### config.mk
export PLATFORM = sky130hd
export DESIGN_NAME = oam_dma_arbiter
export DESIGN_NICKNAME = d
export VERILOG_FILES = /design/src/rtl/oam_dma_arbiter.sv
export SDC_FILE = /design/constraint.sdc
export NUM_CORES = 1
export LEC_CHECK = 0
export ABC_AREA = 0
export ABC_CLOCK_PERIOD_IN_PS = 2400
export CAP_MARGIN = 15
export CORE_ASPECT_RATIO = 1.5
export CORE_MARGIN = 2
export CORE_UTILIZATION = 42
export CTS_BUF_LIST = sky130_fd_sc_hd__clkbuf_4 sky130_fd_sc_hd__clkbuf_8
export CTS_CLUSTER_DIAMETER = 120
export DETAILED_ROUTE_END_ITERATION = 7
export PLACE_DENSITY = 0.94
export REMOVE_ABC_BUFFERS = 1
export SYNTH_ARGS = -nofsm -noshare
export SYNTH_HDL_FRONTEND = slang
export SYNTH_SLANG_ARGS = --single-unit
### constraint.sdc
create_clock -name clk -period 2.4 [get_ports clk]
set_input_delay 0.6 -clock clk [delete_from_list [all_inputs] [get_ports clk]]
set_output_delay 0.6 -clock clk [all_outputs]
set_load 0.02 [all_outputs]
### src/rtl/oam_dma_arbiter.sv
`default_nettype none
// ============================================================================
// Module      : oam_dma_arbiter
// Description : Sprite-OAM DMA engine sharing the core's memory bus. A core
//               write to DMA_REG_ADDR latches a source page and halts the core.
//               The engine then copies 256 bytes, {page,00}..{page,FF}, to the
//               fixed destination DMA_DST_ADDR. Each byte is one read cycle
//               followed by one write cycle.
//
// Ports       : clk       - sole clock, rising edge
//               rst_n     - asynchronous active-low reset
//               cpu_addr  - core address bus (16)
//               cpu_dout  - core write data (8)
//               cpu_rw    - core read(1)/write(0)
//               cpu_ready - core ready; low stalls core reads
//               mem_addr  - memory request address (16)
//               mem_dout  - memory write data (8)
//               mem_rw    - memory read(1)/write(0)
//               mem_din   - memory read data, one cycle after the address
//               dma_busy  - high whenever a DMA is pending or running
//               dma_done  - one-cycle pulse on the final write
// Revision    : 1.0 - initial release
// ============================================================================
module oam_dma_arbiter #(
    parameter logic [15:0] DMA_REG_ADDR = 16'h4014,
    parameter logic [15:0] DMA_DST_ADDR = 16'h2004
) (
    input  logic        clk,
    input  logic        rst_n,
    input  logic [15:0] cpu_addr,
    input  logic [7:0]  cpu_dout,
    input  logic        cpu_rw,
    output logic        cpu_ready,
    output logic [15:0] mem_addr,
    output logic [7:0]  mem_dout,
    output logic        mem_rw,
    input  logic [7:0]  mem_din,
    output logic        dma_busy,
    output logic        dma_done
);

    localparam logic [7:0] c_IDX_LAST = 8'hFF;

    typedef enum logic [2:0] {
        ST_IDLE  = 3'd0,
        ST_HALT  = 3'd1,
        ST_ALIGN = 3'd2,
        ST_READ  = 3'd3,
        ST_WRITE = 3'd4
    } state_t;

    state_t     r_state;
    state_t     w_state_next;
    logic [7:0] r_idx;
    logic [7:0] w_idx_next;
    logic [7:0] r_page;
    logic [7:0] w_page_next;
    logic       r_parity;

    // State register. The parity flop free-runs so the read/write pairs can
    // be kept on a fixed cycle phase; an odd phase costs one ALIGN cycle.
    always_ff @(posedge clk or negedge rst_n) begin
        if (!rst_n) begin
            r_state  <= ST_IDLE;
            r_idx    <= 8'h00;
            r_page   <= 8'h00;
            r_parity <= 1'b0;
        end else begin
            r_state  <= w_state_next;
            r_idx    <= w_idx_next;
            r_page   <= w_page_next;
            r_parity <= ~r_parity;
        end
    end

    // Next-state and bus steering. The core owns the bus in IDLE and HALT
    // (core writes are not stalled by ready, so they must still land).
    always_comb begin
        w_state_next = r_state;
        w_idx_next   = r_idx;
        w_page_next  = r_page;
        mem_addr     = cpu_addr;
        mem_dout     = cpu_dout;
        mem_rw       = cpu_rw;
        dma_done     = 1'b0;

        case (r_state)
            ST_IDLE: begin
                if (!cpu_rw && (cpu_addr == DMA_REG_ADDR)) begin
                    w_page_next  = cpu_dout;
                    w_idx_next   = 8'h00;
                    w_state_next = ST_HALT;
                end
            end
            ST_HALT: begin
                if (cpu_rw) begin
                    w_state_next = r_parity ? ST_ALIGN : ST_READ;
                end
            end
            ST_ALIGN: begin
                mem_rw       = 1'b1;
                w_state_next = ST_READ;
            end
            ST_READ: begin
                mem_addr     = {r_page, r_idx};
                mem_rw       = 1'b1;
                w_state_next = ST_WRITE;
            end
            ST_WRITE: begin
                // mem_din carries the byte addressed during the preceding READ
                mem_addr   = DMA_DST_ADDR;
                mem_rw     = 1'b0;
                mem_dout   = mem_din;
                w_idx_next = r_idx + 8'd1;
                if (r_idx == c_IDX_LAST) begin
                    dma_done     = 1'b1;
                    w_state_next = ST_IDLE;
                end else begin
                    w_state_next = ST_READ;
                end
            end
            default: begin
                w_state_next = ST_IDLE;
            end
        endcase
    end

    assign cpu_ready = (r_state == ST_IDLE);
    assign dma_busy  = (r_state != ST_IDLE);

endmodule
`default_nettype wire

* Yosys cells after proc, flatten, opt, wreduce, memory -nomap -nowiden
Index checks and enable logic that the tools add are counted.
Word-level totals: flip-flop bits (word level) 20, latch bits 0, RAM bits 0, memory bits (read-only) 0, output and inout port bits 28, logic and storage cells 35, memories 0
Operators by class: add/subtract/negate cells 1, multiply operators 0, divide/modulo/power cells 0, $lt $le $gt $ge 0, equality and inequality tests 8, shift operators 0, mux-type cells 12, bitwise gates (word level) 1, reduce and logical (&&, ||, !) cells 9
Operator list (count):
- $pmux 16 s2 | 1
- $eq 16x15->1 const B | 1
- $mux 8 | 2
- $pmux 8 s2 | 1
- $pmux 3 s5 | 1
- $add 8x1->8 const B | 1
- $eq 8x8->1 const B | 1
- $eq 3x2->1 const B | 2
- $mux 3 | 2
- $reduce_and 2->1 | 3
- $eq 3x1->1 const B | 1
- $eq 3x3->1 const B | 1
- $logic_not 3->1 | 1
- $mux 1 | 3
- $reduce_bool 3->1 | 1
- $mux 2 | 1
- $ne 2x1->1 const B | 1
- $ne 2x2->1 const B | 1
- $pmux 1 s2 | 1
- $reduce_bool 2->1 | 1
- $reduce_or 2->1 | 1
- $logic_and 1x1->1 | 1
- $logic_not 1->1 | 1
- $not 1->1 | 1

* Longest topological paths before layout
depth in word-level cells 4, mapped depth 7, mapped depth without buffers 5

* Worst setup path before layout
No wires, ideal clock.
path type reg-to-output, from reg r_state[0], to out dma_done, arrival 1.782 ns, required time 1.800 ns, path slack 0.018 ns, cell stages (with the launch flop) 6, path buffers 3, cells stage by stage dfrtp_1 > buf_6 > or3b_2 > buf_2 > buf_1 > nor3_1
Between the ends: cells in the longest elaborated chain, start to end 2
Ends and longest elaborated chain:
- from (decl) | RTL line 52 | state_t r_state;
- from (signal assigned) | RTL line 69 | r_state <= w_state_next;
- $eq 3x3->1 | RTL line 87 | case (r_state)
- $mux 1 | RTL line 87
- to (decl) | RTL line 39 | output logic dma_done
No other way between the ends.

* Worst setup path after layout
from reg r_state[1], to out mem_addr[13]
Between the ends: cells in the longest elaborated chain, start to end 2, elaborated cells between the ends (all ways) 3, those cells by class 2 x eq/ne; 1 x mux
Ends and longest elaborated chain:
- $eq 3x3->1 / $eq 3x2->1 (equally long branches) | RTL line 87
- $pmux 16 s2 (*) | RTL line 87
- to (decl) | RTL line 34 | output logic [15:0] mem_addr,
Mark *: on every way between the ends. The rest lies on a longest branch, timed or not.

==> reports/qor.log <==
[clock_tree] clk slew on worst S/H paths 0.08 ns
[drt] starting DRC count in detailed routing 42
[timing] RSZ-0062 raised after global routing yes
[drt] drt first pass iters 4
[placed_design] final weighted congestion in routability-driven placement 0.821
[floorplanning] area of the core region 2910 um^2
[drt] Routed wire per std cell 16.1 um
[logic_synthesis] most frequently used cell type in the post-synthesis netlist sky130_fd_sc_hd__nand2_1
[clock_tree] Clock Latency Late Sink 0.27 ns
[timing] min cycle time layout 2.37 ns
[layout] non-filler instance count after layout 273
[floorplanning] number of ports placed on the die boundary 63
[floorplanning] Initial Utilization 44.1%
[timing] slew at the pin closest to its max-slew limit 0.311 ns
[drt] DRC violation count after routing 0
[placed_design] Placed Cells 266
[timing] final number of hold-violating endpoints 0
[clock_tree] deepest level of the CTS H-tree 1
[logic_synthesis] register bit total from synthesis 20
[logic_synthesis] number of distinct library cells after synthesis 36
[logic_synthesis] number of enable flip-flop cells after synthesis 0
[drt] final WL 4.38 mm
[timing] final setup violation count 0
[logic_synthesis] cell accounting for the most synthesized area sky130_fd_sc_hd__dfrtp_1
[global_routing] pin count of the biggest net entering global routing 21
[logic_synthesis] average instance area after synthesis 8.57 um^2
[global_routing] global-route wire length before repair 7.25 mm
[timing] Final Worst Setup Slack 0.0281 ns
[timing] maximum clock skew at final layout 0.00194 ns
[logic_synthesis] sequential-to-total area share from yosys stat 38.9%
[logic_synthesis] Yosys warnings 0
[global_routing] combined global-route utilization of all metal layers 26.9%
[worst_setup_path] Arr. time, crit path 1.77 ns
[floorplanning] die height 71.7 um
[run] count of maximum capacitance violations 0
[floorplanning] die outline area 3530 um^2
[layout] share of cells above drive strength 1 24.4%
[timing] share of the clock period used by the worst path 98.8%
[placed_design] Worst Setup Slack post-DPL -0.176 ns
[clock_tree] CTS tree built
[global_routing] number of antenna violations at the first check in global routing 0
[clock_tree] number of buffers added to fix hold violations after cts 0
[drt] antenna-violating nets left 0
[worst_setup_path] critical setup path kind flop to primary output
[worst_setup_path] CP required 1.80 ns
[worst_setup_path] crit path max fanout 4
[worst_hold_path] worst min path class flop to flop
[layout] count of filler cells inserted in the layout 228
[layout] fin util 72.5%
[power_and_ir_drop] peak supply drop 613 uV
[drt] Via Count 1527
[worst_setup_path] startpoint type of the worst setup path flop
[layout] signed area change from the synthesized netlist to the final layout 64.4%
[timing] highest clock frequency the design can meet 422 MHz
[worst_setup_path] endpoint class of the critical path primary output
[logic_synthesis] flip-flop cell with the highest count after synthesis sky130_fd_sc_hd__dfrtp_1
[clock_tree] number of buffers added by the clock tree synthesis step 3
[clock_tree] clock tree buffer depth 2
[global_routing] sum of overflow across all layers after global routing 0
[placed_design] HPWL Detailed 3.26 mm
[logic_synthesis] share of Yosys cell area claimed by the top area cell type 38.9%
[placed_design] input/output buffers 62
[logic_synthesis] main area contributors after synthesis sky130_fd_sc_hd__dfrtp_1 39%, sky130_fd_sc_hd__nand2_1 11%, sky130_fd_sc_hd__a22o_1 9.5%, sky130_fd_sc_hd__mux2_2 7.0%, sky130_fd_sc_hd__o21ai_0 3.1%
[layout] Antenna Cells 0
[timing] number of max-slew violations in the final report 0
[placed_design] area of placed instances 2090 um^2
[drt] average via count per standard cell 5.59
[clock_tree] total number of clock tree sinks 20
[global_routing] via count of the first global-routing pass 1591
[logic_synthesis] proportion of register bits with asynchronous set or reset after synthesis 100%
[run_status] outcome finished clean
[layout] nets@finish 271
[logic_synthesis] cells after synthesis 150
[logic_synthesis] Cell Area, Synth 1280 um^2
[timing] slew margin rel. 79.0%
[layout] finished layout cell area 2110 um^2
[logic_synthesis] list of most frequent post-synthesis cells 39 x sky130_fd_sc_hd__nand2_1, 20 x sky130_fd_sc_hd__dfrtp_1, 14 x sky130_fd_sc_hd__a22o_1
[floorplanning] number of standard-cell rows in the floorplan 24
[clock_tree] library cell used as clock root buffer sky130_fd_sc_hd__clkbuf_8
[power_and_ir_drop] power per standard cell area 763 nW/um^2
[floorplanning] die width 49.2 um
[power_and_ir_drop] total leakage power 1.03 nW
## cell usage in the layout (no fill, tap or decap), types with 2 or more instances in the layout
cell type and count:
sky130_fd_sc_hd__a22o_1 14, sky130_fd_sc_hd__buf_6 2, sky130_fd_sc_hd__dfrtp_1 20, sky130_fd_sc_hd__mux2_2 8, sky130_fd_sc_hd__nand3b_1 2, sky130_fd_sc_hd__o21ai_0 7
sky130_fd_sc_hd__nor4b_1 2, sky130_fd_sc_hd__clkdlybuf4s15_1 6, sky130_fd_sc_hd__nand2_1 39, sky130_fd_sc_hd__nand4_1 2, sky130_fd_sc_hd__a21oi_1 4, sky130_fd_sc_hd__clkbuf_2 10
sky130_fd_sc_hd__clkbuf_8 4, sky130_fd_sc_hd__dlygate4sd2_1 11, sky130_fd_sc_hd__nand3_1 2, sky130_fd_sc_hd__buf_4 26, sky130_fd_sc_hd__o21bai_1 2, sky130_fd_sc_hd__inv_1 4
sky130_fd_sc_hd__nor2_1 8, sky130_fd_sc_hd__clkdlybuf4s50_1 34, sky130_fd_sc_hd__nor4_1 2, sky130_fd_sc_hd__nor3_1 5
## critical path, stage by stage, from the launching register on
cell,delay (ns)
sky130_fd_sc_hd__dfrtp_1,0.42
sky130_fd_sc_hd__nor3b_2,0.23
sky130_fd_sc_hd__buf_4,0.16
sky130_fd_sc_hd__buf_4,0.10
sky130_fd_sc_hd__buf_4,0.11
sky130_fd_sc_hd__nor2_1,0.05
sky130_fd_sc_hd__o21ai_1,0.15
sky130_fd_sc_hd__clkdlybuf4s15_2,0.28
## layer usage
metal	vias up	part of all wire [%]	GRT usage [%]
li1	707	-	-
met1	760	35	29.2
met2	51	58	50.2
met3	9	4.3	3.75
met4	0	2.1	13.3
met5	-	0	0
## metrics by stage
step	hold WS [ns]	power (W)	TNS (ns)
global route	0.441	0.00171	-0.0855
global placement	0.407	0.00138	-0.558
floorplan	0.304	0.000886	-0.195
finish	0.420	0.00161	0
CTS	0.423	0.00162	0
detailed placement	0.411	0.00141	-1.10
## power by group
group	total [W]	leakage, nW	switching [W]	internal [W]
clock	0.000273	0.0288	0.000126	0.000147
combinational	0.000903	0.732	0.000497	0.000406
sequential	0.000436	0.269	0.0000575	0.000379
## path summary, 6_finish.rpt
kind | startpoint | end | slack (ns) | depth (start not counted)
worst max-delay path | r_state[1]$_DFFE_PN0P_ | mem_addr[13] | 0.03 | 7
worst min register to register | r_parity$_DFF_PN0_ | r_parity$_DFF_PN0_ | 0.42 | 1
min in group asynchronous | rst_n | r_idx[6]$_DFFE_PN0P_ | 0.67 | 2
max in group asynchronous | rst_n | r_page[6]$_DFFE_PN0P_ | 1.51 | 2
worst max register to register | r_state[1]$_DFFE_PN0P_ | r_page[5]$_DFFE_PN0P_ | 0.41 | 6
worst min-delay path | r_parity$_DFF_PN0_ | r_parity$_DFF_PN0_ | 0.42 | 1
## kinds of logic (layout without fill, tap and decap cells)
group	Yosys count	in the layout	synth area share, %
xor+xnor	1	1	0.682
flops	20	20	38.9
mux	8	8	7.01
simple gates	72	72	27.4
buf+inv	14	98	5.45
fa+ha+maj	1	1	0.974
compound gates	34	34	19.6
## sequential cells by signal, indices dropped and copies added, names as in the netlist
register / flops
r_parity: 1
r_idx: 8
r_state: 3
r_page: 8
## cell type report
| type | instances | area, um^2 | area share [%] |
|---|---|---|---|
| clock buffer | 4 | 55.1 | 2.61 |
| timing repair buffer | 90 | 776 | 36.7 |
| sequential | 20 | 500 | 23.7 |
| inverter | 4 | 15.0 | 0.711 |
| tap | 39 | 48.8 | 2.31 |
| multi-input combinational | 116 | 717 | 33.9 |
## what timing repair did
action	4_1_cts	5_1_grt
cloned	0	0
resized for setup	42	20
hold endpoints to repair	0	0
endpoints found under the setup margin	28	17
setup buffers	3	0
Power figures use the tool's default switching activity.
